$ cat config.mk
export PLATFORM = sky130hd
export DESIGN_NAME = fdl_ctrl
export DESIGN_NICKNAME = d
export VERILOG_FILES = /design/src/rtl/fdl_ctrl.sv
export SDC_FILE = /design/constraint.sdc
export NUM_CORES = 1
export LEC_CHECK = 0
export ABC_AREA = 1
export BUFFER_PORTS_ARGS = -buffer_cell sky130_fd_sc_hd__buf_2
export CAP_MARGIN = 5
export CORE_MARGIN = 4
export CORE_UTILIZATION = 52
export DETAILED_ROUTE_END_ITERATION = 16
export PLACE_DENSITY = 0.75
export SYNTH_ARGS = -nofsm -noshare
export SYNTH_HDL_FRONTEND = slang
export SYNTH_SLANG_ARGS = --single-unit
export TNS_END_PERCENT = 10
$ cat constraint.sdc
create_clock -name clk_in -period 3.3 [get_ports clk_in]
set_clock_uncertainty 0.2 [all_clocks]
set_input_delay 0.66 -clock clk_in [delete_from_list [all_inputs] [get_ports clk_in]]
set_output_delay 0.66 -clock clk_in [all_outputs]
set_load 0.01 [all_outputs]
$ cat src/rtl/fdl_ctrl.sv
// Fine delay line controller: filters phase-detector votes into a 0..8 delay code,
// drives a registered thermometer bank (T/Tb) and detects lock from step reversals.
module fdl_ctrl #(
    parameter int unsigned INIT_CODE = 4,
    parameter int unsigned FILT_LEN  = 4,
    parameter int unsigned HOLD      = 2,
    parameter int unsigned LOCK_CNT  = 4
) (
    input  logic       clk_in,
    input  logic       rst_n,
    input  logic       en,
    input  logic       pd_up,
    input  logic       pd_dn,
    output logic [7:0] T,
    output logic [7:0] Tb,
    output logic [3:0] code,
    output logic       lock,
    output logic       sat_hi,
    output logic       sat_lo
);
    typedef enum logic [1:0] {IDLE = 2'd0, TRACK = 2'd1, LOCKED = 2'd2} state_t;

    localparam logic [3:0]        INIT_C   = 4'(INIT_CODE);
    localparam logic signed [4:0] ACC_MAX  = 5'(FILT_LEN);
    localparam logic signed [4:0] ACC_MIN  = -ACC_MAX;
    localparam logic [2:0]        HOLD_C   = 3'(HOLD);
    localparam logic [2:0]        LOCK_C   = 3'(LOCK_CNT);
    localparam logic [3:0]        CODE_MAX = 4'd8;

    function automatic logic [7:0] therm(input logic [3:0] c);
        logic [7:0] t;
        for (int k = 0; k < 8; k++) begin
            t[k] = (k < int'(c));
        end
        return t;
    endfunction

    state_t             state_r, state_s;
    logic [3:0]         code_r, code_s;
    logic signed [3:0]  acc_r, acc_s;
    logic [2:0]         hold_r, hold_s;
    logic [2:0]         rev_r, rev_s;
    logic [1:0]         same_r, same_s;
    logic               dir_r, dir_s;
    logic               dir_vld_r, dir_vld_s;
    logic               lock_r, lock_s;
    logic               sat_hi_r, sat_hi_s;
    logic               sat_lo_r, sat_lo_s;
    logic signed [4:0]  vote_s;
    logic signed [4:0]  sum_s;
    logic               step_up_s;
    logic               at_limit_s;
    logic               same_dir_s;

    // Next-state: vote filtering, code stepping, reversal/lock bookkeeping.
    always_comb begin
        state_s    = state_r;
        code_s     = code_r;
        acc_s      = acc_r;
        hold_s     = hold_r;
        rev_s      = rev_r;
        same_s     = same_r;
        dir_s      = dir_r;
        dir_vld_s  = dir_vld_r;
        lock_s     = lock_r;
        sat_hi_s   = sat_hi_r;
        sat_lo_s   = sat_lo_r;
        step_up_s  = 1'b0;
        at_limit_s = 1'b0;
        same_dir_s = 1'b0;
        if (pd_up && !pd_dn) begin
            vote_s = 5'sd1;
        end else if (pd_dn && !pd_up) begin
            vote_s = -5'sd1;
        end else begin
            vote_s = 5'sd0;
        end
        sum_s = $signed({acc_r[3], acc_r}) + vote_s;

        case (state_r)
            IDLE: begin
                if (en) begin
                    state_s = TRACK;
                    code_s  = INIT_C;
                end else begin
                    state_s = IDLE;
                end
            end
            TRACK, LOCKED: begin
                if (!en) begin
                    state_s   = IDLE;
                    acc_s     = 4'sd0;
                    hold_s    = 3'd0;
                    rev_s     = 3'd0;
                    same_s    = 2'd0;
                    dir_vld_s = 1'b0;
                    lock_s    = 1'b0;
                    sat_hi_s  = 1'b0;
                    sat_lo_s  = 1'b0;
                end else if (hold_r != 3'd0) begin
                    hold_s = hold_r - 3'd1;
                end else if ((sum_s == ACC_MAX) || (sum_s == ACC_MIN)) begin
                    step_up_s  = (sum_s == ACC_MAX);
                    at_limit_s = step_up_s ? (code_r == CODE_MAX) : (code_r == 4'd0);
                    // A pinned step cannot move the line, so it never counts as a reversal.
                    same_dir_s = at_limit_s || (dir_vld_r && (dir_r == step_up_s));
                    acc_s      = 4'sd0;
                    dir_s      = step_up_s;
                    dir_vld_s  = 1'b1;
                    if (at_limit_s) begin
                        if (step_up_s) begin
                            sat_hi_s = 1'b1;
                        end else begin
                            sat_lo_s = 1'b1;
                        end
                    end else begin
                        code_s = step_up_s ? (code_r + 4'd1) : (code_r - 4'd1);
                        hold_s = HOLD_C;
                    end
                    if (same_dir_s) begin
                        rev_s  = 3'd0;
                        same_s = (same_r == 2'd2) ? 2'd2 : (same_r + 2'd1);
                    end else if (dir_vld_r) begin
                        rev_s  = (rev_r >= LOCK_C) ? LOCK_C : (rev_r + 3'd1);
                        same_s = 2'd0;
                    end else begin
                        rev_s  = 3'd0;
                        same_s = same_r;
                    end
                    if ((state_r == TRACK) && (rev_s == LOCK_C)) begin
                        state_s = LOCKED;
                        lock_s  = 1'b1;
                    end else if ((state_r == LOCKED) && (same_s == 2'd2)) begin
                        state_s = TRACK;
                        lock_s  = 1'b0;
                    end else begin
                        state_s = state_r;
                    end
                end else begin
                    acc_s = sum_s[3:0];
                end
            end
            default: begin
                state_s = IDLE;
                lock_s  = 1'b0;
            end
        endcase
    end

    // State and output registers; T and Tb come from the same flop bank.
    always_ff @(posedge clk_in or negedge rst_n) begin
        if (!rst_n) begin
            state_r   <= IDLE;
            code_r    <= INIT_C;
            acc_r     <= 4'sd0;
            hold_r    <= 3'd0;
            rev_r     <= 3'd0;
            same_r    <= 2'd0;
            dir_r     <= 1'b0;
            dir_vld_r <= 1'b0;
            lock_r    <= 1'b0;
            sat_hi_r  <= 1'b0;
            sat_lo_r  <= 1'b0;
            T         <= therm(INIT_C);
            Tb        <= ~therm(INIT_C);
        end else begin
            state_r   <= state_s;
            code_r    <= code_s;
            acc_r     <= acc_s;
            hold_r    <= hold_s;
            rev_r     <= rev_s;
            same_r    <= same_s;
            dir_r     <= dir_s;
            dir_vld_r <= dir_vld_s;
            lock_r    <= lock_s;
            sat_hi_r  <= sat_hi_s;
            sat_lo_r  <= sat_lo_s;
            T         <= therm(code_s);
            Tb        <= ~therm(code_s);
        end
    end

    assign code   = code_r;
    assign lock   = lock_r;
    assign sat_hi = sat_hi_r;
    assign sat_lo = sat_lo_r;
endmodule
== Word-level counts from Yosys, hierarchy flattened ==
Index checks and enable logic that the tools add are counted.

* Register bits after elaboration: 39
* Bits in latches: 0
* RAM bits: 0
* Bits in read-only memories: 0
* Input port bits: 5
* Output and inout bits: 23
* Word-level logic and storage cells: 134
* Memories: 0

* $add $sub $neg: 6
* $mul: 0
* Divide/modulo/power cells: 0
* Order comparisons: 9
* Equality and inequality tests: 19
* Shifts and indexed selects: 0
* Multiplexer cells: 63
* Bitwise operators: 3
* Reduce and logical (&&, ||, !) cells: 21

{| class="wikitable"
|+ Operators by type and width
! cell !! count
|-
| 3-bit two-way mux || 14
|-
| 4-bit two-way mux || 9
|-
| 2-bit two-way mux || 15
|-
| 1-bit two-way mux || 20
|-
| 3-bit by 4-bit less-than comparator with 1-bit output (first input constant) || 4
|-
| 5-bit two-way mux || 2
|-
| 5-bit AND reduction || 2
|-
| 3-bit != test (second input constant) || 3
|-
| 3-bit AND reduction || 3
|-
| 1-bit by 4-bit less-than comparator with 1-bit output (first input constant) || 2
|-
| 2-bit by 4-bit less-than comparator with 1-bit output (first input constant) || 2
|-
| 8-bit NOT || 1
|-
| 4-bit case mux with 2 select lines || 1
|-
| 4-bit AND reduction || 2
|-
| 2-bit equality test (second input constant) || 3
|-
| 2-bit by 1-bit != test with 1-bit output (second input constant) || 3
|-
| 4-bit by 5-bit adder with 5-bit output || 1
|-
| 5-bit by 3-bit equality test with 1-bit output (second input constant) || 1
|-
| 5-bit by 4-bit equality test with 1-bit output (second input constant) || 1
|-
| 1-bit logical AND || 5
|-
| 4-bit by 1-bit adder with 4-bit output (second input constant) || 1
|-
| 4-bit equality test (second input constant) || 1
|-
| 4-bit zero test || 1
|-
| 2-bit != test (second input constant) || 2
|-
| other kinds (19) || 22
|}

== Depth between registers and ports, before layout ==
Gate-level depths: netlist of the first run.

* Depth after elaboration: 22
* Gate-level depth with buffers: 25
* Gate-level depth less buffers: 25

== Worst setup path after synthesis of the first run ==
OpenSTA, ideal clock, no wires.

* Path type: input to register
* From: input port pd_up
* To: register Tb[1]
* Library setup time: 0.119 ns
* Arrival: 3.412 ns
* Required time: 2.981 ns
* Slack: -0.431 ns
* Stages on the path: 20
* Path buffers: 0
* Cells stage by stage: inv_1 ha_1 inv_1 ha_1 ha_1 nor2_1 nand3_2 nor2_4 nand2_4 ha_1 nand2_1 nor2_1 a211oi_1 xnor3_4 inv_1 o21ai_1 nand2_1 nand2_4 nand2_4 nor2_1

* Word-level cells in the longest chain between the ends: 14
* Elaborated cells on any way between the ends: 18
* Those cells by class: add/sub: 1; order compare: 1; eq/ne: 2; mux: 9; bitwise: 1; reduce/logical: 4

{| class="wikitable"
|+ RTL lines
! item !! RTL line !! text
|-
| from (decl) || 12 || <nowiki>input logic pd_up,</nowiki>
|-
| 1-bit zero test || 73 || <nowiki>end else if (pd_dn && !pd_up) begin</nowiki>
|-
| 1-bit logical AND || 73 ||
|-
| 5-bit two-way mux || 73 ||
|-
| 5-bit two-way mux * || 71 || <nowiki>if (pd_up && !pd_dn) begin</nowiki>
|-
| 4-bit by 5-bit adder with 5-bit output * || 78 || <nowiki>sum_s = $signed({acc_r[3], acc_r}) + vote_s;</nowiki>
|-
| 5-bit by 4-bit equality test with 1-bit output || 102, 103 ||
|-
| 4-bit two-way mux / 1-bit two-way mux (equally long branches) || 117, 104 ||
|-
| 4-bit two-way mux || 110 || <nowiki>if (at_limit_s) begin</nowiki>
|-
| 4-bit two-way mux * || 102 || <nowiki>end else if ((sum_s == ACC_MAX) || (sum_s == ACC_MIN)) begin</nowiki>
|-
| 4-bit two-way mux * || 100 || <nowiki>end else if (hold_r != 3'd0) begin</nowiki>
|-
| 4-bit two-way mux * || 90 || <nowiki>if (!en) begin</nowiki>
|-
| 4-bit case mux with 2 select lines * || 80 || <nowiki>case (state_r)</nowiki>
|-
| 1-bit by 4-bit less-than comparator with 1-bit output * || 33 || <nowiki>t[k] = (k < int'(c));</nowiki>
|-
| 8-bit NOT * || 179 || <nowiki>Tb <= ~therm(code_s);</nowiki>
|-
| to (signal assigned) || 165 || <nowiki>Tb <= ~therm(INIT_C);</nowiki>
|-
| to (signal assigned) || 179 ||
|-
| to (decl) || 15 || <nowiki>output logic [7:0] Tb,</nowiki>
|}

Mark *: on every way between the ends. The rest lies on a longest branch, timed or not.
A chain may end at the register's enable or synchronous reset.

== Worst setup path in the final report of the first run ==
* From: input port pd_up
* To: register Tb[6]

* Word-level cells in the longest chain between the ends: 14
* Elaborated cells on any way between the ends: 18
* Those cells by class: add/sub: 1; order compare: 1; eq/ne: 2; mux: 9; bitwise: 1; reduce/logical: 4

{| class="wikitable"
|+ RTL lines
! item !! RTL line !! text
|-
| 1-bit zero test || 73 ||
|-
| 1-bit logical AND || 73 ||
|-
| 5-bit two-way mux || 73 ||
|-
| 5-bit two-way mux * || 71 ||
|-
| 4-bit by 5-bit adder with 5-bit output * || 78 ||
|-
| 5-bit by 4-bit equality test with 1-bit output || 102, 103 ||
|-
| 4-bit two-way mux / 1-bit two-way mux (equally long branches) || 117, 104 ||
|-
| 4-bit two-way mux || 110 ||
|-
| 4-bit two-way mux * || 102 ||
|-
| 4-bit two-way mux * || 100 ||
|-
| 4-bit two-way mux * || 90 ||
|-
| 4-bit case mux with 2 select lines * || 80 ||
|-
| net code_s[2] || 39 || <nowiki>logic [3:0] code_r, code_s;</nowiki>
|-
| 3-bit by 4-bit less-than comparator with 1-bit output * || 33 ||
|-
| 8-bit NOT * || 179 ||
|}

Mark *: on every way through the listed nets, which the timed path passes. The rest lies on a longest branch.

==> reports/results.txt, run 1 <==
status: complete, no violations
Mapped Cells: 286
max-slew violations: 0
CTS tree: built
FF-to-FF setup slack: 270 ps
remaining global-route overflow: 0
Initial DRC Count: 79
die area: 5515 um2
Worst slew margin: 0.4704
layout cells sized above 1: 0.3855
Critical Path Source Type: primary input
Cell Rows: 23
# diodes: 0
drt wl/cell: 13.26 um
r2r endpoint: Tb[3]
Synth-to-Final Area Change: 30.03%
vias in the first global route: 1970
worst vdd ir: 0.4856 mV
final worst slack: 75.35 ps
Detailed Route WL: 5.238 mm
# Max-Cap Violations: 0
sequential area share after synthesis: 0.4214
Remaining DRCs: 0
Starting Density: 0.5549
crit path capture type: register
min Tclk post-route: 3225 ps
htree depth: 2
pre-CTS WS: -375.6 ps
synthesized cell area: 2283 um2
Final nets: 365
Die Width: 74.27 um
most common cell after layout, fill and taps aside: nand2_1
critical path type: primary input to register
DPL Wire Length: 3.750 mm
Slew @ Worst Pin: 794.3 ps
CTS Sinks: 38
initial antenna violation count: 0
yosys warns: 0
cell leakage power: 1.544 nW
Hold Crit Class: primary input to async pin
Filler cells: 298
die height: 74.27 um
Finished Core Util: 0.7215
hold-fix buffers at CTS: 0
RD Place Congestion: 0.9083
most frequent cells in the layout: 46 x nand2_1, 41 x inv_1, 29 x dfrtp_1, 27 x buf_4
crit path max fanout: 6
CTS Buffer Depth: 2
largest net degree at the start of global routing: 39
Critical Path AT: 3250 ps
setup violation total in the final timing report: 0
Distinct cells, synth: 32
io pins: 28
pwr/cell area: 729.6 nW/um2
placed inst area: 2705 um2
Synth Net Count: 307
DR vias/cell: 5.129
core box area: 4115 um2
All-Layer GR Usage: 0.1985
Req. time, crit path: 3320 ps
clk_lat worst skew: 290 ps
drt pass-1 iters: 4
Avg Inst Size Synth: 7.984 um2
Root Driver: clkbuf_8
clk slew on worst S/H paths: 80 ps
via count: 2026
Fmax: 0.3101 GHz
synthesized flop and latch total: 38
fin crit share: 0.9772
first-pass GRT wire length: 8.459 mm
fin area: 2969 um2
r2r startpoint: acc_r[1]
Worst R2R Path Depth: 22
antenna viol nets, final: 0
Final Hold Vio Count: 0
Port Buffer Count: 27
RSZ-0062 raised after global routing: true
clock buffer count from CTS: 5
[power breakdown]
part           internal (mW)  switching, mW
logic                  0.484          0.673
registers              0.608         0.0831
clock network          0.149          0.169
[how the worst max path moves through the flow]
stage | start | to | slack, ps | cells after the start
after detailed placement | pd_up | Tb[1] | -380 | 25
after global routing | pd_up | T[1] | -60 | 23
final | pd_up | Tb[6] | 80 | 25
after CTS | pd_up | Tb[1] | 30 | 21
after floorplan | pd_up | Tb[1] | -130 | 20
after global placement | pd_up | Tb[1] | -330 | 21
[flip-flops by register name, indices dropped and copies added, names as in the netlist]
signal / flops
acc_r: 4
rev_r: 3
sat_lo: 1
code: 3
dir_r: 1
sat_hi: 1
hold_r: 3
state_r: 2
lock: 1
Tb: 8
dir_vld_r: 1
same_r: 2
T: 8
[critical path, cell delays in order]
cell and delay [ps]:
buf_8 90, inv_12 30, ha_4 240, inv_2 30, ha_4 150, ha_4 150
inv_2 40, nand2_2 60, nand2_4 100, nand3_4 90, buf_4 140, buf_4 120
buf_4 120, buf_4 130, a21oi_2 120, nand2_2 80, nand2_4 130, nand2_4 90
nor2_4 90, nand2_1 50, nand2_1 70, nand2_2 70, a21oi_2 180, buf_4 150
a21oi_1 60
[kinds of logic (layout without fill, tap and decap cells)]
logic type | Yosys count | in the layout | synth area share
AO/OA/AOI/OAI | 33 | 33 | 0.08001
XOR/XNOR | 2 | 2 | 0.01535
adder cells (fa/ha/maj) | 16 | 16 | 0.09096
buffers and inverters | 54 | 113 | 0.09260
flip-flops | 38 | 38 | 0.4214
AND/OR/NAND/NOR | 143 | 143 | 0.2997
[per-stage QoR]
| step | hold slack [ps] | instances | TNS (ps) | power (mW) |
|---|---|---|---|---|
| 6_report | 237.3 | 395 | 0 | 2.166 |
| 5_1_grt | 316.2 | 395 | -432.4 | 2.339 |
| 4_1_cts | 276.5 | 391 | 0 | 2.050 |
| 3_5_place_dp | 257.5 | 378 | -5454 | 1.694 |
| 3_3_place_gp | 255.2 | 378 | -4593 | 1.672 |
| 2_1_floorplan | 164.4 | 286 | -1020 | 1.381 |
[routing by layer]
layer	GRT usage	vias to the layer above	part of all wire
met2	0.3327	36	0.49
met4	0.05929	0	0.0092
met1	0.2494	964	0.45
li1	-	1020	-
met3	0.05811	6	0.053
met5	0	-	0
[cell usage after synthesis]
library cell	number	area [um2]
fa_1	1	20.02
nor2_2	4	25.02
o21ai_1	4	20.02
dfstp_2	9	236.5
nand2_1	57	214.0
o21ai_0	16	80.08
xnor3_4	1	26.28
inv_1	46	172.7
nand2_2	12	75.07
xnor2_1	1	8.760
a211oi_1	1	7.510
nor3b_1	1	7.510
nor2_1	30	112.6
buf_4	1	7.510
clkbuf_1	1	3.750
o2bb2ai_1	1	8.760
inv_4	1	6.260
clkinv_2	1	5.000
o21ai_2	1	8.760
a21oi_2	1	8.760
buf_2	1	5.000
nand3_2	2	20.02
inv_2	3	11.26
nand2_4	5	56.30
nand3_1	25	125.1
a21oi_1	6	30.03
nor4_1	2	12.51
nor2_4	1	11.26
ha_1	15	187.7
o22ai_1	3	18.77
nand4_1	4	25.02
dfrtp_1	29	725.7
[area by class of cell]
type / instances / area, um2 / share of cell area
clock buffer: 6 / 72.57 / 0.02444
clock inverter: 2 / 13.76 / 0.004635
inverter: 51 / 207.7 / 0.06995
multi-input combinational: 194 / 1296 / 0.4366
sequential: 38 / 962.2 / 0.3241
tap: 50 / 62.56 / 0.02107
timing repair buffer: 54 / 354.1 / 0.1193
[what timing repair did]
action	CTS	global route
setup endpoints to repair	10	22
buffers inserted	5	4
resized for setup	2	29
cloned	0	0
pin swaps	4	22
No activity file was read; power rests on OpenSTA's default activity.
==> run 2, diff against run 1 <==
- ABC_AREA: 1 -> 0
- CELL_PAD_IN_SITES_DETAIL_PLACEMENT: unset -> 0
- CELL_PAD_IN_SITES_GLOBAL_PLACEMENT: unset -> 1
- CORE_UTILIZATION: 52 -> 41
- PLACE_DENSITY: 0.75 -> unset
- PLACE_DENSITY_LB_ADDON: unset -> 0.1
==> run 2 against run 1 <==
  * The flow now finishes with violations (setup timing)
  * Via count rose by 2.0%
  * Clock power barely moved
  * Cell count fell by 2.0%
  * Final area rose by 6.9%
  * Worst setup slack got worse by 500 ps
  * Highest routed layer unchanged
  * Die area rose by 27%
  * Combinational power rose by 24%
  * Non-clock buffer count rose by 22
  * Worst hold slack improved by 28 ps
  * Critical path type unchanged
==> reports/results.txt, run 2 <==
FF-to-FF setup slack: -140 ps (-410 ps)
Cell Rows: 27 (+17%)
final cell count without fillers: 387 (-2.0%)
All-Layer GR Usage: 0.1745 (-0.02394)
switch share: 0.3982 (-0.02874)
RSZ-0062 raised after global routing: true
dominant synthesized flop cell: dfrtp_1
htree depth: 2 (unchanged)
Final nets: 335 (-8.2%)
Initial DRC Count: 85 (+7.6%)
register area: 962.2 um2 (unchanged)
EDFF count, synth: 0 (unchanged)
Crit path top cell by count: ha_4
Distinct cells, synth: 65 (+100%)
CTS Buffer Depth: 2 (unchanged)
Largest stage delay, worst path: 510 ps (+270 ps)
clk slew on worst S/H paths: 80 ps (about the same)
DPL Wire Length: 4.307 mm (+15%)
final worst slack: -423.0 ps (-498.4 ps)
Starting Density: 0.4255 (-0.1294)
die height: 83.83 um (+13%)
Worst R2R Path Depth: 13 (-41%)
Req. time, crit path: 3320 ps (about the same)
Detailed Route WL: 5.785 mm (+10%)
Port Buffer Count: 27 (unchanged)
top flop regs: T x8, Tb x8, acc_r x4
dpl cells: 372 (-1.6%)
ys async rst share: 1.000 (unchanged)
DR vias/cell: 5.341 (+4.1%)
setup violation total in the final timing report: 24 (+24)
pwr/cell area: 775.1 nW/um2 (+6.2%)
worst vdd ir: 0.4257 mV (-12%)
Mapped Cells: 241 (-16%)
clock buffer count from CTS: 5 (unchanged)
io pins: 28 (unchanged)
part of the power in the clock network: 0.130 (-0.017)
layout cells sized above 1: 0.4190 (+0.03354)
worst hold margin: 265.5 ps (+28.26 ps)
Final Hold Vio Count: 0 (unchanged)
leading area contributor after synthesis: dfrtp_1
Synth-to-Final Area Change: 34.61%
most common cell after layout, fill and taps aside: buf_4
crit path max fanout: 5 (-1)
Synth top area share: 0.3079 (-0.009953)
Fmax: 0.2686 GHz (-13%)
vias in the first global route: 2066 (+4.9%)
# Max-Cap Violations: 0 (unchanged)
Avg Inst Size Synth: 9.781 um2 (+23%)
Critical Path Source Type: primary input
synthesized cell area: 2357 um2 (+3.2%)
Die Width: 83.83 um (+13%)
sequential area share after synthesis: 0.4082 (-0.01320)
Hold Crit Class: primary input to async pin
die area: 7027 um2 (+27%)
setup TNS: -7535 ps (-7535 ps)
clk_lat worst skew: 290 ps (about the same)
remaining global-route overflow: 0 (unchanged)
Slew @ Worst Pin: 835.3 ps (+40.98 ps)
largest net degree at the start of global routing: 39 (unchanged)
Synth Net Count: 262 (-15%)
most common cell in the netlist: dfrtp_1
critical path type: primary input to register
max-slew violations: 0 (unchanged)
Post-synth top cells: 29 x dfrtp_1, 19 x inv_1, 19 x nor2_1
multi-input logic area: 1399 um2 (+7.9%)
first-pass GRT wire length: 9.963 mm (+18%)
Remaining DRCs: 0 (unchanged)
CTS Sinks: 38 (unchanged)
core box area: 5540 um2 (+35%)
CTS tree: built
cell leakage power: 1.450 nW (-6.1%)
largest cells by area after synthesis: dfrtp_1 31%, dfstp_2 10%, ha_1 8.0%, inv_1 3.0%, nor2_1 3.0%
fin crit share: 1.128 (+0.1510)
antenna viol nets, final: 0 (unchanged)
failing checks: setup timing
synthesized flop and latch total: 38 (unchanged)
drt wl/cell: 14.95 um (+13%)
Worst slew margin: 0.4431 (-0.02732)
Critical Path AT: 3740 ps (+490 ps)
internal power: 1.480 mW (+19%)
Root Driver: clkbuf_8
r2r startpoint: acc_r[1]
crit path capture type: register
r2r endpoint: T[1]
status: complete, but fails checks
RD Place Congestion: 0.8006 (-12%)
Net Sw Power: 0.9793 mW (+5.9%)
Filler cells: 527 (+77%)
pre-CTS WS: -893.1 ps (-517.5 ps)
Sequential Power Share: 0.285 (-0.034)
min Tclk post-route: 3723 ps (+498.4 ps)
yosys warns: 0 (unchanged)
# diodes: 0 (unchanged)
CP Cell Sequence: buf_8 > inv_12 > ha_4 > inv_2 > ha_4 > ha_4 > or4b_1 > o311a_1 > o21ai_4 > a211o_4 > buf_6 > inv_2 > fa_1 > nor3_2 > a32o_2 > buf_6 > or3_1
initial antenna violation count: 0 (unchanged)
Comb pwr share: 0.585 (+0.051)
hold-fix buffers at CTS: 0 (unchanged)
via count: 2067 (+2.0%)
Slowest cell on crit path: fa_1
most frequent cells in the layout: 45 x buf_4, 29 x dfrtp_1, 25 x buf_2, 19 x nor2_1, 17 x inv_1
drt pass-1 iters: 4 (unchanged)
==> run 2: area by class of cell <==
| type | instances | area share |
|---|---|---|
| flip-flops and latches | 38 | 0.3032 |
| clock buffers | 6 | 0.02287 |
| repair buffers | 76 | 0.1684 |
| clock inverters | 2 | 0.004338 |
| well taps | 72 | 0.02839 |
| multi-input cells | 170 | 0.4409 |
| inverters | 23 | 0.03194 |
==> run 2: what timing repair did <==
action,4_1_cts,5_1_grt
hold endpoints to repair,0,0
gates resized for setup,15,14
pin swaps,10,6
endpoints found under the setup margin,29,30
setup buffers,3,4
==> run 2: critical path: cells and delay by family <==
| family | cells | cell delay, ps |
|---|---|---|
| adders and majority gates | 4 | 1070 |
| and+or+nand+nor | 3 | 860 |
| AOI/OAI and AO/OA | 4 | 710 |
| buffers and inverters | 6 | 430 |
==> run 2: how the worst max path moves through the flow <==
stage	from	endpoint	slack, ps	cells past startpoint
floorplan	pd_up	Tb[4]	-640	16
global route	pd_up	T[1]	-510	17
detailed placement	pd_up	T[1]	-890	17
global placement	pd_up	T[1]	-850	17
CTS	pd_up	Tb[1]	-490	18
finish	pd_up	T[1]	-420	17
==> run 2: cells by family (layout without fill, tap and decap cells) <==
family | Yosys count | count (layout) | share of synthesized area
flops | 38 | 38 | 0.4082
xor+xnor | 6 | 6 | 0.02230
mux | 8 | 8 | 0.03768
simple gates | 79 | 79 | 0.1831
compound gates | 61 | 61 | 0.1975
buf+inv | 33 | 107 | 0.06316
fa+ha+maj | 16 | 16 | 0.08811
==> run 2: per-stage QoR <==
stage,instance area [um2],util,power (mW)
after floorplan,2434,-,1.506
after global placement,2912,0.5255,2.009
after detailed placement,2912,0.5255,2.023
after CTS,3073,0.5547,2.391
after global routing,3173,0.5727,2.670
final,3173,0.5727,2.459
==> run 2: routing by layer <==
metal | share of wire | global-route usage | up-vias
met5 | 0 | 0 | -
met4 | 0.015 | 0.05702 | 0
met3 | 0.034 | 0.03653 | 8
met2 | 0.48 | 0.2899 | 28
met1 | 0.47 | 0.2262 | 1011
li1 | - | - | 1020
==> run 2: power by group through the flow <==
stage / combinational [mW] / sequential [mW] / clock (mW)
2_1_floorplan: 0.771 / 0.735 / 0
5_1_grt: 1.59 / 0.719 / 0.357
6_report: 1.44 / 0.702 / 0.319
3_5_place_dp: 1.32 / 0.705 / 0
3_3_place_gp: 1.30 / 0.706 / 0
4_1_cts: 1.36 / 0.699 / 0.331
==> run 3, diff against run 2 <==
- CORE_UTILIZATION: 41 -> 40
- GPL_ROUTABILITY_DRIVEN: unset -> 0
==> run 3 against run 2 <==
  * The run still ends with setup timing left
  * Die area increased by 2.3%
  * Fmax decreased by 1.4%
  * Non-clock buffer count decreased by 4
  * Register-to-register slack got worse by 80 ps
  * Worst hold slack got worse by 8.0 ps
  * Wire length about the same
  * Total power increased by 1.8%
  * Clock power increased by 6.6%
  * Count of clock-buffer cells in the layout unchanged
  * Sequential share of layout area decreased by 0.44 points
  * Largest cell class unchanged
==> reports/results.txt, run 3 (same netlist as run 2, synthesis figures left out) <==
status: complete, but fails checks
failing checks: setup timing
worst vdd ir: 0.3961 mV (-6.9%)
Filler cells: 536 (+1.7%)
most frequent cells in the layout: 41 x buf_4, 29 x dfrtp_1, 25 x buf_2, 18 x nor2_1, 17 x inv_1
drt wl/cell: 15.11 um (+1.1%)
crit path max fanout: 5 (unchanged)
htree depth: 2 (unchanged)
largest net degree at the start of global routing: 39 (unchanged)
Critical Path Source Type: primary input
Slowest cell on crit path: fa_1
most common cell after layout, fill and taps aside: buf_4
CTS tree: built
Synth-to-Final Area Change: 36.57%
All-Layer GR Usage: 0.1688 (-0.005724)
Fmax: 0.2649 GHz (-1.4%)
Hold Crit Class: primary input to async pin
remaining global-route overflow: 0 (unchanged)
crit path capture type: register
pre-CTS WS: -915.6 ps (-22.56 ps)
CP top delay family: adder cells
Largest stage delay, worst path: 520 ps (about the same)
Worst slew margin: 0.4509 (+0.007760)
first-pass GRT wire length: 9.860 mm (-1.0%)
clk slew on worst S/H paths: 80 ps (about the same)
core box area: 5608 um2 (+1.2%)
drt pass-1 iters: 4 (unchanged)
vias in the first global route: 2101 (+1.7%)
# diodes: 0 (unchanged)
Final Hold Vio Count: 0 (unchanged)
die area: 7185 um2 (+2.3%)
setup violation total in the final timing report: 26 (+8.3%)
Initial DRC Count: 64 (-25%)
dpl cells: 368 (-1.1%)
multi-input logic area: 1453 um2 (+3.8%)
die height: 84.77 um (+1.1%)
Slew @ Worst Pin: 823.7 ps (-11.64 ps)
Worst R2R Path Depth: 13 (unchanged)
RSZ-0062 raised after global routing: true
antenna viol nets, final: 0 (unchanged)
DPL Wire Length: 4.253 mm (-1.3%)
pwr/cell area: 777.5 nW/um2 (+0.31%)
initial antenna violation count: 0 (unchanged)
# Max-Cap Violations: 0 (unchanged)
DR vias/cell: 5.342 (about the same)
CTS Buffer Depth: 2 (unchanged)
Starting Density: 0.4203 (-0.005126)
Die Width: 84.77 um (+1.1%)
layout cells sized above 1: 0.4437 (+0.02468)
register area: 962.2 um2 (unchanged)
min Tclk post-route: 3776 ps (+52.61 ps)
clock buffer count from CTS: 5 (unchanged)
Req. time, crit path: 3320 ps (about the same)
critical path type: primary input to register
final cell count without fillers: 383 (-1.0%)
clk_lat worst skew: 290 ps (about the same)
io pins: 28 (unchanged)
hold-fix buffers at CTS: 0 (unchanged)
setup TNS: -8552 ps (-1017 ps)
cell leakage power: 1.460 nW (+0.72%)
Final nets: 331 (-1.2%)
CP Cell Sequence: buf_8 > inv_12 > ha_4 > inv_2 > ha_4 > ha_4 > or4b_4 > o311a_4 > o21ai_4 > a211o_4 > buf_4 > inv_4 > fa_1 > nor3_2 > a32o_2 > buf_6 > or3_1
r2r startpoint: acc_r[1]
worst hold margin: 257.5 ps (-7.962 ps)
top flop regs: T x8, Tb x8, acc_r x4
Port Buffer Count: 27 (unchanged)
final worst slack: -475.7 ps (-52.61 ps)
Root Driver: clkbuf_8
fin crit share: 1.144 (+0.01594)
Remaining DRCs: 0 (unchanged)
Cell Rows: 27 (unchanged)
via count: 2046 (-1.0%)
Critical Path AT: 3790 ps (+50 ps)
r2r endpoint: T[1]
CP Buf/Inv Count: 6 (unchanged)
Detailed Route WL: 5.787 mm (about the same)
CTS Sinks: 38 (unchanged)
Crit path top cell by count: ha_4
FF-to-FF setup slack: -220 ps (-80 ps)
max-slew violations: 0 (unchanged)
==> run 3: area by class of cell <==
class / count / area share
Inverter: 23 / 0.03304
Timing Repair Buffer: 72 / 0.1593
Tap cell: 72 / 0.02798
Clock buffer: 6 / 0.02565
Clock inverter: 2 / 0.003887
Multi-Input combinational cell: 170 / 0.4512
Sequential cell: 38 / 0.2989
==> run 3: stage by stage <==
| step | instance area (um2) | power, mW | util |
|---|---|---|---|
| CTS | 3099 | 2.418 | 0.5527 |
| detailed placement | 2894 | 1.996 | 0.5161 |
| finish | 3219 | 2.503 | 0.5741 |
| floorplan | 2434 | 1.506 | - |
| global placement | 2894 | 1.979 | 0.5161 |
| global route | 3219 | 2.696 | 0.5741 |
==> run 3: worst max-delay path by stage <==
| stage | from | to | slack (ps) | depth (start not counted) |
|---|---|---|---|---|
| 2_1_floorplan | pd_up | Tb[4] | -640 | 16 |
| 4_1_cts | pd_up | Tb[0] | -540 | 18 |
| 5_1_grt | pd_up | T[1] | -550 | 17 |
| 3_3_place_gp | pd_up | T[1] | -840 | 17 |
| 3_5_place_dp | pd_up | T[1] | -920 | 17 |
| 6_report | pd_up | T[1] | -480 | 17 |
==> run 3: report_power, final <==
group          leakage, nW  internal (mW)  total, mW  switching [mW]
Clock               0.0472          0.168      0.340           0.172
Sequential           0.481          0.612      0.703          0.0913
Combinational        0.932          0.709       1.46           0.751
Total                 1.46           1.49       2.50            1.01
==> run 3: worst register-to-register path, cell delays in order, from the launching register on <==
cell and delay (ps):
dfrtp_1 440, xor2_1 200, ha_4 200, or4b_4 510, o311a_4 140, o21ai_4 70
a211o_4 160, buf_4 130, inv_4 30, fa_1 520, nor3_2 40, a32o_2 310
buf_6 130, or3_1 360
==> run 3: layer usage <==
| metal | share of wire | up-vias | wire, um | GRT usage |
|---|---|---|---|---|
| li1 | - | 1012 | - | - |
| met1 | 0.46 | 994 | 2667 | 0.2181 |
| met2 | 0.49 | 30 | 2860 | 0.2868 |
| met3 | 0.029 | 10 | 170 | 0.03729 |
| met4 | 0.015 | 0 | 89 | 0.04173 |
| met5 | 0 | - | 0 | 0 |
==> run 3: what timing repair did <==
item | in CTS | in global routing
hold endpoints to repair | 0 | 0
setup endpoints to repair | 29 | 29
gates resized for setup | 22 | 20
setup buffers | 4 | 3
pin swaps | 13 | 12
